`src/rtl/reset_sequencer.sv`:
```
// Per-domain reset generator. It filters PLL lock, holds every reset for a fixed time,
// and then releases the channels one at a time. Define RESET_SEQ_LOCK_LOSS_CNT_EN to add the lock_loss_count output.
module reset_sequencer #(
    parameter int NUM_CH      = 3,
    parameter int SYNC_STAGES = 2,
    parameter int LOCK_FILTER = 4,
    parameter int HOLD_CYCLES = 8,
    parameter int GAP_CYCLES  = 2
) (
    input  logic              clk,
    input  logic              rst_condition,
    input  logic              pll_locked,
    input  logic              sw_reset_req,
    output logic [NUM_CH-1:0] rst_n_out,
    output logic              seq_done,
    output logic [1:0]        state
`ifdef RESET_SEQ_LOCK_LOSS_CNT_EN
    ,
    output logic [7:0]        lock_loss_count
`endif
);

    localparam int LOCK_W = $clog2(LOCK_FILTER) + 1;
    localparam int HOLD_W = $clog2(HOLD_CYCLES) + 1;
    localparam int GAP_W  = $clog2(GAP_CYCLES) + 1;
    localparam int IDX_W  = $clog2(NUM_CH) + 1;

    localparam logic [NUM_CH-1:0] ONE      = NUM_CH'(1);
    localparam logic [NUM_CH-1:0] ALL_ONES = '1;

    typedef enum logic [1:0] {
        WAIT_LOCK = 2'd0,
        HOLD      = 2'd1,
        RELEASE   = 2'd2,
        RUN       = 2'd3
    } state_t;

    state_t cur_state, next_state;

    logic [SYNC_STAGES-1:0] sync_ff;
    logic                   lock_sync;

    logic [LOCK_W-1:0] lock_cnt, lock_cnt_nxt;
    logic [HOLD_W-1:0] hold_cnt, hold_cnt_nxt;
    logic [GAP_W-1:0]  gap_cnt, gap_cnt_nxt;
    logic [IDX_W-1:0]  rel_idx, rel_idx_nxt;
    logic [NUM_CH-1:0] rst_n_nxt;
    logic              seq_done_nxt;

    // pll_locked is asynchronous to clk, so it passes through a plain flop chain first.
    always_ff @(posedge clk or posedge rst_condition) begin
        if (rst_condition) begin
            sync_ff <= '0;
        end else begin
            sync_ff <= {sync_ff[SYNC_STAGES-2:0], pll_locked};
        end
    end

    assign lock_sync = sync_ff[SYNC_STAGES-1];

    always_ff @(posedge clk or posedge rst_condition) begin
        if (rst_condition) begin
            cur_state <= WAIT_LOCK;
            lock_cnt  <= '0;
            hold_cnt  <= '0;
            gap_cnt   <= '0;
            rel_idx   <= '0;
            rst_n_out <= '0;
            seq_done  <= 1'b0;
        end else begin
            cur_state <= next_state;
            lock_cnt  <= lock_cnt_nxt;
            hold_cnt  <= hold_cnt_nxt;
            gap_cnt   <= gap_cnt_nxt;
            rel_idx   <= rel_idx_nxt;
            rst_n_out <= rst_n_nxt;
            seq_done  <= seq_done_nxt;
        end
    end

    assign state = cur_state;

    // Lock loss outranks a software request, and both outrank normal sequencing.
    always_comb begin
        next_state   = cur_state;
        lock_cnt_nxt = lock_cnt;
        hold_cnt_nxt = hold_cnt;
        gap_cnt_nxt  = gap_cnt;
        rel_idx_nxt  = rel_idx;
        rst_n_nxt    = rst_n_out;
        seq_done_nxt = seq_done;

        if (cur_state == WAIT_LOCK) begin
            rst_n_nxt    = '0;
            seq_done_nxt = 1'b0;
            hold_cnt_nxt = '0;
            gap_cnt_nxt  = '0;
            rel_idx_nxt  = '0;
            if (!lock_sync) begin
                lock_cnt_nxt = '0;
            end else if (lock_cnt == LOCK_W'(LOCK_FILTER - 1)) begin
                next_state   = HOLD;
                lock_cnt_nxt = '0;
            end else begin
                lock_cnt_nxt = lock_cnt + 1'b1;
            end
        end else if (!lock_sync) begin
            next_state   = WAIT_LOCK;
            lock_cnt_nxt = '0;
            hold_cnt_nxt = '0;
            gap_cnt_nxt  = '0;
            rel_idx_nxt  = '0;
            rst_n_nxt    = '0;
            seq_done_nxt = 1'b0;
        end else if (sw_reset_req && (cur_state == RELEASE || cur_state == RUN)) begin
            next_state   = HOLD;
            hold_cnt_nxt = '0;
            gap_cnt_nxt  = '0;
            rel_idx_nxt  = '0;
            rst_n_nxt    = '0;
            seq_done_nxt = 1'b0;
        end else begin
            case (cur_state)
                HOLD: begin
                    rst_n_nxt    = '0;
                    seq_done_nxt = 1'b0;
                    if (hold_cnt == HOLD_W'(HOLD_CYCLES - 1)) begin
                        hold_cnt_nxt = '0;
                        gap_cnt_nxt  = '0;
                        rst_n_nxt    = ONE;
                        if (NUM_CH == 1) begin
                            next_state   = RUN;
                            seq_done_nxt = 1'b1;
                        end else begin
                            next_state  = RELEASE;
                            rel_idx_nxt = IDX_W'(1);
                        end
                    end else begin
                        hold_cnt_nxt = hold_cnt + 1'b1;
                    end
                end
                RELEASE: begin
                    if (gap_cnt == GAP_W'(GAP_CYCLES - 1)) begin
                        gap_cnt_nxt = '0;
                        rst_n_nxt   = rst_n_out | (ONE << rel_idx);
                        if (rel_idx == IDX_W'(NUM_CH - 1)) begin
                            next_state   = RUN;
                            seq_done_nxt = 1'b1;
                        end else begin
                            rel_idx_nxt = rel_idx + 1'b1;
                        end
                    end else begin
                        gap_cnt_nxt = gap_cnt + 1'b1;
                    end
                end
                RUN: begin
                    rst_n_nxt    = ALL_ONES;
                    seq_done_nxt = 1'b1;
                end
                default: begin
                    next_state = WAIT_LOCK;
                end
            endcase
        end
    end

`ifdef RESET_SEQ_LOCK_LOSS_CNT_EN
    logic lock_loss;

    assign lock_loss = (cur_state != WAIT_LOCK) && !lock_sync;

    always_ff @(posedge clk or posedge rst_condition) begin
        if (rst_condition) begin
            lock_loss_count <= '0;
        end else if (lock_loss && lock_loss_count != 8'hFF) begin
            lock_loss_count <= lock_loss_count + 8'd1;
        end
    end
`endif

endmodule
```
`config.mk`:
```
export PLATFORM = sky130hd
export DESIGN_NAME = reset_sequencer
export DESIGN_NICKNAME = d
export VERILOG_FILES = /design/src/rtl/reset_sequencer.sv
export SDC_FILE = /design/constraint.sdc
export NUM_CORES = 1
export LEC_CHECK = 0
export ABC_AREA = 1
export BUFFER_PORTS_ARGS = -buffer_cell sky130_fd_sc_hd__clkbuf_2
export CORE_ASPECT_RATIO = 0.7
export CORE_MARGIN = 3
export CORE_UTILIZATION = 50
export DETAILED_ROUTE_END_ITERATION = 8
export PLACE_DENSITY = 0.79
export SKIP_CTS_REPAIR_TIMING = 1
export SLEW_MARGIN = 25
export SYNTH_ARGS = -nofsm -noshare
export SYNTH_HDL_FRONTEND = slang
export SYNTH_SLANG_ARGS = --single-unit
```
`constraint.sdc`:
```
create_clock -name clk -period 1.7 [get_ports clk]
set_input_delay 0.34 -clock clk [delete_from_list [all_inputs] [get_ports clk]]
set_output_delay 0.34 -clock clk [all_outputs]
set_load 0.01 [all_outputs]
```
# Word level (Yosys, flattened, before mapping)
# Index checks and enable logic that the tools add are counted.
totals:
  ramBits: 0
  reg_bits: 20
  n_memories: 0
  latchBits: 0
  mem_bits_ro: 0
  elab_cells: 83
  output_inout_bits: 6
op_classes:
  bitwise_logic: 1
  magnitude_cmp: 0
  n_addsub: 4
  eq_ne: 18
  shifts: 1
  n_mul: 0
  div_mod_pow: 0
  muxes: 43
  reduce_logical: 8
op_table:
  columns: ["cell", "n"]
  rows:
  - ["$mux W3", 14]
  - ["$mux W2", 13]
  - ["$mux W4", 5]
  - ["$ne A5 B3 Y1 const B", 2]
  - ["$ne A5 B5 Y1 const B", 2]
  - ["$pmux W3 S3", 1]
  - ["$add A3 B1 Y3 const B", 2]
  - ["$eq A3 B2 Y1 const B", 2]
  - ["$mux W1", 6]
  - ["$ne A6 B1 Y1 const B", 1]
  - ["$pmux W2 S3", 1]
  - ["$pmux W3 S2", 1]
  - ["$reduce_and A6 Y1", 1]
  - ["$ne A5 B1 Y1 const B", 1]
  - ["$add A4 B1 Y4 const B", 1]
  - ["$eq A2 B1 Y1 const B", 2]
  - ["$eq A2 B2 Y1 const B", 2]
  - ["$eq A4 B3 Y1 const B", 1]
  - ["$ne A2 B1 Y1 const B", 2]
  - ["$ne A4 B1 Y1 const B", 1]
  - ["$ne A4 B3 Y1 const B", 1]
  - ["$pmux W2 S2", 1]
  - ["$reduce_and A2 Y1", 2]
  - ["$reduce_and A4 Y1", 1]
  - ["9 further kinds", 9]

# Logic depth before layout (Yosys ltp)
depth:
  word_depth: 7
  mapped_depth: 11
  mapped_depth_nobuf: 11

# Worst setup path after synthesis
# OpenSTA, ideal clock, no wires.
synth_path:
  path_kind: "register to register"
  start: "reg cur_state[0], in the netlist state[0]"
  end: "reg rst_n_out[1]"
  setup_slack_ns: 0.095
  arrival_time_ns: 1.492
  stages_incl_launch_ff: 11
  cell_sequence: "dfrtp_1 -> inv_1 -> ha_1 -> inv_2 -> nand2_2 -> nor2_2 -> nand2_2 -> nand3_1 -> nand2_1 -> nand2_1 -> inv_1"
synth_via:
  elab_chain_len: 6
  word_cells_on_any_way: 13
synth_lines:
  columns: ["item", "line", "text"]
  rows:
  - ["from (decl)", "38", "state_t cur_state, next_state;"]
  - ["from (signal assigned)", "71", "cur_state <= next_state;"]
  - ["branches (longest 6 deep; another with $pmux W3 S3)", null, null]
  - ["to (signal assigned)", "76", "rst_n_out <= rst_n_nxt;"]
  - ["to (decl)", "14", "output logic [NUM_CH-1:0] rst_n_out,"]
# Parallel ways; which one is timed is not known.
# A chain may end at the register's enable or synchronous reset.

# Final worst setup path
layout_path:
  start: "reg cur_state[1], in the netlist state[1]"
  end: "reg rst_n_out[2]"
# The elaborated chain is that of the path after synthesis.

==> results.env <==
NETLIST_TOP_CELLS_AREA='sky130_fd_sc_hd__dfrtp_1, sky130_fd_sc_hd__nand2_1, sky130_fd_sc_hd__ha_1, sky130_fd_sc_hd__inv_1, sky130_fd_sc_hd__nand3_1'
IO_PINS=10
NUMPORTBUFFERS=9
POSTSYNTH.TOPFLOPCELL='sky130_fd_sc_hd__dfrtp_1'
SETUP_TOTAL_NEGATIVE_SLACK_PS=0
AREA_FRACTION_IN_AND_OR_NAND_AND_NOR_CELLS_AFTER_SYNTHESIS_PCT=33.9
GP_CONGESTION=0.883
SYNTH_TOP_FAMILY_BY_AREA='simple AND/OR/NAND/NOR gates'
MAXCAPVIOLCOUNT=0
SETUP_VIOL_COUNT_FINAL=0
SLEW_HEADROOM_PCT=81.8
CLOCKROOTBUFFER='sky130_fd_sc_hd__clkbuf_8'
VIA_COUNT=1056
CTS_MADE_BUFFERS=3
WIRE_LENGTH_PER_CELL_UM=12.7
SYNTH.TOP_CELL.AREA_SHARE_PCT=38.9
RUN_STATUS='finished, final reports clean'
INITIAL_ANTENNA_VIOLATION_COUNT=0
SYNTH_ENABLE_FLOP_CELLS=0
CLOCK_LATENCY_PS=260
SYN-NUM-NETS=175
FINAL_LAYOUT_SIZE_SUFFIX_GT1_SHARE_PCT=24.9
SYNTHMUXAREASHARE_PCT=0
FINAL.PERIOD_UTILIZATION_PCT=92.0
ARRIVAL_PS=1730
SYNTHCELLS=161
CLK_PIN_SLEW_WORST_PATHS_PS=80
CELLPOWERDENSITY_nW_PER_UM2=1440
WORSTREGTOREGCELLS=10
MAPPEDNETLISTAREA_UM2=1290
MAX_CLOCK_FREQ_MHz=639
CRIT_PATH_MAX_FANOUT=8
VIAS_IN_THE_FIRST_GLOBAL_ROUTE=993
DRCVIOLATIONCOUNT=0
YOSYSWARNINGCOUNT=0
CRITPATHCAPTURETYPE='register'
TRITONCTS_CLOCK_TREE='yes'
PLACE.DETAILED.INSTANCES=205
DRTITER0DRC=81
ROUTED_WIRELENGTH_MM=2.65
TIMING_WORST_SLEW_PIN_VALUE_PS=271
CTS.PATH.MAX_BUFFERS=2
POWER.TOTAL_mW=2.15
SEQ_AREA_FRAC_SYNTH_PCT=38.9
SYNTH-ADDER-AREA-SHARE_PCT=9.73
MAXIMUM_NUMBER_OF_PINS_ON_ONE_NET_BEFORE_GLOBAL_ROUTE_REPAIR=21
FINAL-HOLD-VIOLATION-COUNT=0
FINALWORSTPATHREQUIREDPERIOD_PS=1560
DRTANTENNAVIOLNETS=0
COREAREA_UM2=2290
FINAL_CELLS=209
NUM_ROWS=14
NUMCLOCKSINKS=20
YOSYS.AREA.TOP_TYPE='sky130_fd_sc_hd__dfrtp_1'
SYNTHTOLAYOUTAREAGROWTH_PCT=15.6
DIE_AREA_UM2=3230
TIMING.FINAL.MAX_SLEW_VIOLATIONS=0
ORDERED_CELL_LIST_FOR_THE_CRITICAL_PATH='inv_1, ha_4, inv_2, nand2_2, nor2_4, nand2_4, nand3_1, nand2_1, nand2_1, inv_1'
CRITICAL_R2R_CAPTURE='rst_n_out[2]$_DFFE_PP0P_'
CRIT_PATH_MAX_DELAY_FAMILY='simple AND/OR/NAND/NOR gates'
GLOBAL_ROUTE_TOTAL_USAGE_ACROSS_EVERY_LAYER_PCT=18.4
SYNTHESIS.AREA_PER_INSTANCE_UM2=7.99
CPMAXSTAGEDELAYCELL='sky130_fd_sc_hd__dfrtp_2'
SYNTHXORXNORAREAFRAC_PCT=0.681
DIE_Y_UM=48.4
REG2REG_FROM='state[1]$_DFFE_PP0P_'
WORST-R2R-SETUP-SLACK_PS=140
SYNTH_ASYNC_SR_FLOP_SHARE_PCT=100
CRIT_REQUIRED_PS=1860
CRITICAL_PATH_BUF_INV_COUNT=3
H-TREE-DEPTH=1
LEAKAGE_POWER_nW=0.778
CHIPWIDTH_UM=66.6
SYNTH-COMPOUND-AREA-SHARE_PCT=8.66
GRT_PASS1_WL_MM=4.57
IRDROPWORSTVDD_uV=898
HOLD-WORST-SLACK_PS=67.1
FLOORPLAN.INITIALDENSITY_PCT=56.1
COUNT_OF_DIFFERENT_CELL_MASTERS_AFTER_SYNTHESIS=25
HPWLAFTERDP_MM=2.01
HOLDCRITPATHCLASS='input port to asynchronous set/reset pin'
SYNTHESIS_STAGE_REGISTER_BIT_COUNT=20
DR.PASS1.ITERS=5
SLOWEST_DELAY_PS=430
REMAINING_OVERFLOW_GRT=0
N_ANTENNA_CELL=0
FIN_UTIL_PCT=64.8
WORST_SETUP_START_KIND='register'
AVGVIACOUNTPERCELL=5.05
LAYOUT.NETS=192
CRITICAL_PATH_TYPE='register to register'
CLOCK-SKEW-FINAL_PS=5.02
NUM-FILL-CELLS=206
registers in the layout (all words and copies together) (netlist names):
register / cells
gap_cnt: 2
rst_n_out: 3
rel_idx: 3
sync_ff: 2
lock_cnt: 3
state: 2
hold_cnt: 4
seq_done: 1
cells in the mapped netlist, types with 2 or more instances:
master,count
sky130_fd_sc_hd__nand2_1,47
sky130_fd_sc_hd__inv_1,25
sky130_fd_sc_hd__dfrtp_1,20
sky130_fd_sc_hd__ha_1,10
sky130_fd_sc_hd__nand3_1,10
sky130_fd_sc_hd__nor2_1,9
sky130_fd_sc_hd__nand4_1,5
sky130_fd_sc_hd__a21oi_1,4
sky130_fd_sc_hd__o21ai_0,4
sky130_fd_sc_hd__o21ai_2,4
sky130_fd_sc_hd__inv_2,3
sky130_fd_sc_hd__nand2_2,3
sky130_fd_sc_hd__a31oi_1,2
sky130_fd_sc_hd__nand3_2,2
sky130_fd_sc_hd__nor2_2,2
sky130_fd_sc_hd__o21ai_1,2
per-layer routing:
layer | vias up | share of wire (%) | global-route usage (%)
li1 | 543 | - | -
met1 | 483 | 50 | 27.5
met2 | 28 | 45 | 26.8
met3 | 2 | 4.8 | 5.56
met4 | 0 | 0.30 | 2.03
met5 | - | 0 | 0
worst reg2reg max path, stage by stage (launching register included):
cell and delay [ps]:
sky130_fd_sc_hd__dfrtp_2 430, sky130_fd_sc_hd__inv_1 120, sky130_fd_sc_hd__ha_4 210, sky130_fd_sc_hd__inv_2 80
sky130_fd_sc_hd__nand2_2 100, sky130_fd_sc_hd__nor2_4 180, sky130_fd_sc_hd__nand2_4 110, sky130_fd_sc_hd__nand3_1 100
sky130_fd_sc_hd__nand2_1 50, sky130_fd_sc_hd__nand2_1 50, sky130_fd_sc_hd__inv_1 30
cell type report:
| type | instances | area (µm²) | area share (%) |
|---|---|---|---|
| inverter | 28 | 105 | 7.07 |
| sequential | 20 | 503 | 33.8 |
| clock buffer | 4 | 55.1 | 3.70 |
| multi-input combinational | 113 | 716 | 48.1 |
| timing repair buffer | 12 | 67.6 | 4.55 |
| tap | 32 | 40.0 | 2.69 |
cells in the final DEF, fill, tap and decap left out, types with 2 or more instances in the layout:
cell	synthesis	routed
sky130_fd_sc_hd__a21oi_1	4	4
sky130_fd_sc_hd__a31oi_1	2	2
sky130_fd_sc_hd__buf_4	0	3
sky130_fd_sc_hd__clkbuf_2	0	9
sky130_fd_sc_hd__clkbuf_8	0	4
sky130_fd_sc_hd__dfrtp_1	20	18
sky130_fd_sc_hd__dfrtp_2	0	2
sky130_fd_sc_hd__ha_1	10	7
sky130_fd_sc_hd__ha_4	0	2
sky130_fd_sc_hd__inv_1	25	23
sky130_fd_sc_hd__inv_2	3	5
sky130_fd_sc_hd__nand2_1	47	46
sky130_fd_sc_hd__nand2_2	3	4
sky130_fd_sc_hd__nand3_1	10	10
sky130_fd_sc_hd__nand3_2	2	2
sky130_fd_sc_hd__nand4_1	5	5
sky130_fd_sc_hd__nor2_1	9	9
sky130_fd_sc_hd__nor2_4	1	2
sky130_fd_sc_hd__o21ai_0	4	4
sky130_fd_sc_hd__o21ai_1	2	2
sky130_fd_sc_hd__o21ai_2	4	4
worst max-delay path by stage:
| stage | slack [ps] | end | startpoint | cells after the start |
|---|---|---|---|---|
| after floorplan | 100 | rst_n_out[1]$_DFFE_PP0P_ | state[0]$_DFFE_PP0P_ | 10 |
| after global placement | 70 | rst_n_out[1]$_DFFE_PP0P_ | state[1]$_DFFE_PP0P_ | 10 |
| after detailed placement | 8 | rel_idx[0]$_DFFE_PP0P_ | state[0]$_DFFE_PP0P_ | 9 |
| after CTS | -20 | seq_done$_DFFE_PP0P_ | state[1]$_DFFE_PP0P_ | 9 |
| after global routing | -30 | rst_n_out[1]$_DFFE_PP0P_ | state[1]$_DFFE_PP0P_ | 10 |
| final | 140 | rst_n_out[2]$_DFFE_PP0P_ | state[1]$_DFFE_PP0P_ | 10 |
power breakdown:
| group | internal [mW] | switching [mW] | total (mW) |
|---|---|---|---|
| combinational | 0.427 | 0.685 | 1.11 |
| clock | 0.206 | 0.159 | 0.366 |
| sequential | 0.575 | 0.0946 | 0.670 |
| total | 1.21 | 0.938 | 2.15 |
metrics by stage:
step / setup WS [ps] / area, µm²
2_1_floorplan: 95.3 / 1290
3_3_place_gp: 71.2 / 1390
3_5_place_dp: 7.98 / 1390
4_1_cts: -24.3 / 1450
5_1_grt: -29.4 / 1490
6_report: 136 / 1490
cell families after synthesis:
kind of cell | Yosys count
fa+ha+maj | 10
xor+xnor | 1
buf+inv | 28
flops | 20
compound gates | 18
simple gates | 84
Note: power is estimated with default switching activity, not from simulation.
